## src/rtl/proc_pkg.sv

```systemverilog
// Shared processor constants: FSM state encoding and default datapath width.
// Imported by the register-write arbiter and its round-robin picker.
package proc_pkg;

  localparam int DATA_W_DEF = 8;

  localparam logic [0:0] IDLE  = 1'b0;
  localparam logic [0:0] GRANT = 1'b1;

  // Index width for n items; a single item still needs one bit.
  function automatic int idx_width(input int n);
    return (n > 1) ? $clog2(n) : 1;
  endfunction

endpackage

```

## src/rtl/rr_pick.sv

```systemverilog
// Combinational round-robin winner finder.
// Searches upward from ptr_i, wrapping at NUM_REQ-1.
module rr_pick
  import proc_pkg::*;
#(
  parameter int NUM_REQ = 4,
  parameter int IDX_W   = idx_width(NUM_REQ)
) (
  input  logic [NUM_REQ-1:0] req_i,
  input  logic [IDX_W-1:0]   ptr_i,
  output logic [IDX_W-1:0]   win_o,
  output logic               any_o
);

  logic [IDX_W-1:0] idx;

  // First set request at or after the pointer, in wrap order.
  always_comb begin
    win_o = '0;
    any_o = 1'b0;
    idx   = '0;
    for (int k = 0; k < NUM_REQ; k++) begin
      idx = IDX_W'((int'(ptr_i) + k) % NUM_REQ);
      if (!any_o && req_i[idx]) begin
        any_o = 1'b1;
        win_o = idx;
      end
    end
  end

endmodule

```

## src/rtl/reg_write_arbiter.sv

```systemverilog
// Round-robin write arbiter in front of the register bank.
// Drives one registered load strobe and the shared write-data bus.
module reg_write_arbiter
  import proc_pkg::*;
#(
  parameter int NUM_REQ  = 4,
  parameter int NUM_REGS = 4,
  parameter int DATA_W   = DATA_W_DEF,
  parameter int ADDR_W   = 2
) (
  input  logic                       clk,
  input  logic                       rst,
  input  logic [NUM_REQ-1:0]         req,
  input  logic [NUM_REQ*ADDR_W-1:0]  req_addr,
  input  logic [NUM_REQ*DATA_W-1:0]  req_data,
  output logic [NUM_REQ-1:0]         gnt,
  output logic [NUM_REGS-1:0]        load,
  output logic [DATA_W-1:0]          wr_data,
  output logic                       busy,
  output logic                       addr_err
);

  localparam int IDX_W = idx_width(NUM_REQ);

  logic [0:0]          state_q, state_d;
  logic [IDX_W-1:0]    rr_ptr_q, rr_ptr_d;
  logic [NUM_REQ-1:0]  gnt_q, gnt_d;
  logic [NUM_REGS-1:0] load_q, load_d;
  logic [DATA_W-1:0]   wr_data_q, wr_data_d;
  logic                addr_err_q, addr_err_d;

  logic [IDX_W-1:0]    win;
  logic                any_req;
  logic [ADDR_W-1:0]   sel_addr;
  logic [DATA_W-1:0]   sel_data;

  rr_pick #(
    .NUM_REQ (NUM_REQ),
    .IDX_W   (IDX_W)
  ) u_pick (
    .req_i (req),
    .ptr_i (rr_ptr_q),
    .win_o (win),
    .any_o (any_req)
  );

  // Mux the winner's address and data slices.
  always_comb begin
    sel_addr = '0;
    sel_data = '0;
    for (int i = 0; i < NUM_REQ; i++) begin
      if (win == IDX_W'(i)) begin
        sel_addr = req_addr[i*ADDR_W +: ADDR_W];
        sel_data = req_data[i*DATA_W +: DATA_W];
      end
    end
  end

  // Next state: arbitrate only in IDLE; GRANT always falls back.
  always_comb begin
    state_d    = IDLE;
    rr_ptr_d   = rr_ptr_q;
    gnt_d      = '0;
    load_d     = '0;
    wr_data_d  = wr_data_q;
    addr_err_d = 1'b0;
    if (state_q == IDLE && any_req) begin
      state_d   = GRANT;
      wr_data_d = sel_data;
      for (int i = 0; i < NUM_REQ; i++) begin
        gnt_d[i] = (win == IDX_W'(i));
      end
      if (32'(sel_addr) < NUM_REGS) begin
        for (int r = 0; r < NUM_REGS; r++) begin
          load_d[r] = (sel_addr == ADDR_W'(r));
        end
      end else begin
        addr_err_d = 1'b1;
      end
      if (32'(win) == NUM_REQ - 1) begin
        rr_ptr_d = '0;
      end else begin
        rr_ptr_d = win + IDX_W'(1);
      end
    end
  end

  // State and registered outputs; reset drops any pending load.
  always_ff @(posedge clk or negedge rst) begin
    if (!rst) begin
      state_q    <= IDLE;
      rr_ptr_q   <= '0;
      gnt_q      <= '0;
      load_q     <= '0;
      wr_data_q  <= '0;
      addr_err_q <= 1'b0;
    end else begin
      state_q    <= state_d;
      rr_ptr_q   <= rr_ptr_d;
      gnt_q      <= gnt_d;
      load_q     <= load_d;
      wr_data_q  <= wr_data_d;
      addr_err_q <= addr_err_d;
    end
  end

  assign gnt      = gnt_q;
  assign load     = load_q;
  assign wr_data  = wr_data_q;
  assign busy     = (state_q == GRANT);
  assign addr_err = addr_err_q;

endmodule

```

## config.mk

```make
export PLATFORM = sky130hd
export DESIGN_NAME = reg_write_arbiter
export DESIGN_NICKNAME = d
export VERILOG_FILES = /design/src/rtl/proc_pkg.sv /design/src/rtl/rr_pick.sv /design/src/rtl/reg_write_arbiter.sv
export SDC_FILE = /design/constraint.sdc
export NUM_CORES = 1
export LEC_CHECK = 0
export ABC_CLOCK_PERIOD_IN_PS = 2500
export BUFFER_PORTS_ARGS = -buffer_cell sky130_fd_sc_hd__buf_2
export CORE_UTILIZATION = 43
export DETAILED_ROUTE_END_ITERATION = 6
export GPL_TIMING_DRIVEN = 1
export PLACE_DENSITY_LB_ADDON = 0.15
export REMOVE_ABC_BUFFERS = 1
export SYNTH_ARGS = -nofsm -noshare
export SYNTH_HDL_FRONTEND = slang
export SYNTH_HIERARCHICAL = 1
export SYNTH_SLANG_ARGS = --single-unit
```

## constraint.sdc

```tcl
create_clock -name clk -period 2.5 [get_ports clk]
set_input_delay 0.5 -clock clk [delete_from_list [all_inputs] [get_ports clk]]
set_output_delay 0.5 -clock clk [all_outputs]
set_load 0.01 [all_outputs]
```

==> reports/metrics.json <==
{
  "via_count_of_the_first_global_routing_pass": 1018,
  "intPower_uw": 940.2,
  "accumulated_negative_setup_slack_ns": 0,
  "critical_path_at_ns": 2.46,
  "run_status": "finished, final reports clean",
  "worstSkewPairLatency_ns": 0.30,
  "power.share.sequential": 0.316,
  "critical_path.cell_chain": "inv_2, a221o_1, a21oi_1, inv_1, ha_1, nor2b_1, a221o_1, a22oi_2, nor3b_2",
  "die_area_mm2": 0.002782,
  "cts_tree": "built",
  "antenna_found_initial": 0,
  "final-hold-violation-count": 0,
  "n_antenna_cell": 0,
  "initial_core_util": 0.4511,
  "worst_path_max_delay_cell": "sky130_fd_sc_hd__dfrtp_1",
  "yosysTopAreaCell": "sky130_fd_sc_hd__dfrtp_1",
  "synth_area_mm2": 0.001107,
  "ys_ff_latch": 19,
  "place_worst_setup_slack_ns": 0.06381,
  "syn_area_per_cell_um2": 8.858,
  "hold_path.class": "input pin to asynchronous set/reset pin",
  "timing.reg2reg.worst_path_depth": 9,
  "finalCriticalPeriod_ns": 2.227,
  "worstReg2RegStart": "rr_ptr_q[0]",
  "post_cts_buffers": 0,
  "power-per-cell-area_mw_per_mm2": 1042,
  "globalRouteTotalUtil": 0.2175,
  "detail_route.wirelength_um": 2775,
  "final_core_utilization": 0.6167,
  "global_route_wire_length_before_repair_um": 4409,
  "hold-worst-slack_ns": 0.1162,
  "cp.buffers_inverters": 2,
  "ctsRootBufferMaster": "sky130_fd_sc_hd__clkbuf_4",
  "routed_wire_length_per_instance_um": 12.44,
  "fp.dieW_um": 52.75,
  "resized_gates_after_cts": 0,
  "grt_setup_unrepaired": "no",
  "synth_cells": 125,
  "crit_path_capture_type": "flop",
  "p_sw_uw": 637.4,
  "setup_ws_ns": 0.2735,
  "ys_seq_area_frac": 0.4294,
  "synthTopCellsByArea": "sky130_fd_sc_hd__dfrtp_1, sky130_fd_sc_hd__a21oi_1, sky130_fd_sc_hd__a221oi_1",
  "post_layout_nonfiller_instances": 223,
  "r2r_slack_ns": 0.27,
  "drv.max_cap_violation_count": 0,
  "maxClockFrequency_mhz": 449.1,
  "mostFrequentLayoutCells": "sky130_fd_sc_hd__buf_2, sky130_fd_sc_hd__a21oi_1, sky130_fd_sc_hd__dfrtp_1, sky130_fd_sc_hd__inv_1",
  "comb_power_share": 0.583,
  "portBuffers": 62,
  "crit_type": "flop to flop",
  "report.final.setup_viol": 0,
  "timing.critical_path.required_ns": 2.73,
  "mostFrequentLayoutCell": "sky130_fd_sc_hd__buf_2",
  "vdd.ir_drop.worst_uv": 626.7,
  "critical_path.top_delay_family": "compound AO/OA/AOI/OAI gates",
  "final.setup_skew_ns": 0.008094,
  "timing.rr.end": "load[0]",
  "vias_per_cell": 5.135,
  "gp_congestion": 0.8016,
  "clockBufferDepth": 2,
  "start_kind": "flop",
  "first_pass_iters": 4,
  "cts.clk_slew.worst_paths_ns": 0.11,
  "post-route-drc-count": 0,
  "placeableCoreArea_mm2": 0.002455,
  "synthesis.yosys.warnings": 6,
  "placed_insts": 219,
  "pwr-share-clk": 0.100,
  "grt_remaining_overflow": 0,
  "final-max-slew-violation-count": 0,
  "leakage_uw": 0.0008444,
  "initialDrtViolationCount": 33,
  "synth_top_cell_area_share": 0.4294,
  "cts_htree_levels": 1,
  "critPathMostFrequentCell": "sky130_fd_sc_hd__a221o_1",
  "hpwl_um": 2076,
  "drive_above_1_share": 0.4093,
  "boundaryPins": 64,
  "routed-via-count": 1145,
  "placement_rows": 18,
  "sw_frac": 0.4040,
  "holdBufCountCts": 0,
  "postRouteAntennaNets": 0,
  "post-route-period-util": 0.8906,
  "flow.area_growth_from_synthesis_pct": 36.72,
  "cts_buffers": 3,
  "die_height_um": 52.75,
  "grt_start_max_net_pins": 20,
  "cp_peak_stage_delay_ns": 0.41,
  "cts_num_sinks": 19,
  "crit_fanout": 4,
  "synth_cell_type_count": 29,
  "nets": 244
}
==> state kept, by name, indices dropped and copies added (netlist names) <==
register	flops
gnt	4
load	4
busy	1
rr_ptr_q	2
wr_data	8
==> power groups by stage <==
stage | combinational (µW) | clock [µW] | sequential (µW)
finish | 920 | 158 | 499
global route | 1040 | 176 | 517
CTS | 925 | 161 | 498
detailed placement | 917 | 0 | 503
global placement | 898 | 0 | 499
floorplan | 499 | 0 | 560
==> stage by stage <==
| stage | cell area, µm² | power (µW) |
|---|---|---|
| 2_1_floorplan | 1057 | 1059 |
| 3_3_place_gp | 1488 | 1396 |
| 3_5_place_dp | 1488 | 1420 |
| 4_1_cts | 1514 | 1584 |
| 5_1_grt | 1514 | 1728 |
| 6_report | 1514 | 1578 |
==> logic make-up (layout without fill, tap and decap cells) <==
logic type,Yosys count,after routing,share of synthesized area
flip-flops,19,19,0.4294
buffers and inverters,26,94,0.1028
adder cells (fa/ha/maj),4,4,0.04520
AO/OA/AOI/OAI,45,45,0.2780
AND/OR/NAND/NOR,29,29,0.1322
other,1,1,0.003387
multiplexers,1,1,0.009040
==> Yosys cell counts <==
library cell	count
sky130_fd_sc_hd__a22oi_2	1
sky130_fd_sc_hd__nand2_1	5
sky130_fd_sc_hd__o21ai_0	2
sky130_fd_sc_hd__conb_1	1
sky130_fd_sc_hd__ha_1	4
sky130_fd_sc_hd__a221o_1	2
sky130_fd_sc_hd__buf_2	4
sky130_fd_sc_hd__nand3_1	1
sky130_fd_sc_hd__o31ai_1	1
sky130_fd_sc_hd__buf_6	1
sky130_fd_sc_hd__a22oi_1	1
sky130_fd_sc_hd__nand2b_1	3
sky130_fd_sc_hd__clkbuf_1	3
sky130_fd_sc_hd__nor3b_1	1
sky130_fd_sc_hd__o221ai_1	1
sky130_fd_sc_hd__buf_4	1
sky130_fd_sc_hd__and3_1	1
sky130_fd_sc_hd__dfrtp_1	19
sky130_fd_sc_hd__nor3_1	1
sky130_fd_sc_hd__a211o_1	7
sky130_fd_sc_hd__nor3b_2	1
sky130_fd_sc_hd__nor2b_1	1
sky130_fd_sc_hd__nor2_1	11
sky130_fd_sc_hd__and2_1	4
sky130_fd_sc_hd__inv_2	1
sky130_fd_sc_hd__inv_1	16
sky130_fd_sc_hd__mux2i_1	1
sky130_fd_sc_hd__a21oi_1	22
sky130_fd_sc_hd__a221oi_1	8
==> area by class of cell <==
class	instances	area (µm²)
fill	232	940.9
timing repair buffer	73	392.9
multi-input combinational	80	518.0
clock buffer	4	26.28
tap	30	37.54
sequential	19	475.5
inverter	17	63.81
==> layer usage <==
metal,track usage,wire (µm),vias up
met1,0.2739,1236,524
met5,0,0,-
met2,0.3629,1342,48
met4,0.07895,14,0
li1,-,-,571
met3,0.04348,181,2
==> worst max path at each step <==
| stage | start | to | cells past startpoint |
|---|---|---|---|
| after floorplan | req[1] | load[0] | 8 |
| after global placement | req[1] | load[0] | 10 |
| after detailed placement | req[1] | load[0] | 10 |
| after CTS | rr_ptr_q[0] | load[0] | 9 |
| after global routing | rr_ptr_q[1] | load[3] | 10 |
| final | rr_ptr_q[0] | load[0] | 9 |
No activity file was read; power rests on OpenSTA's default activity.
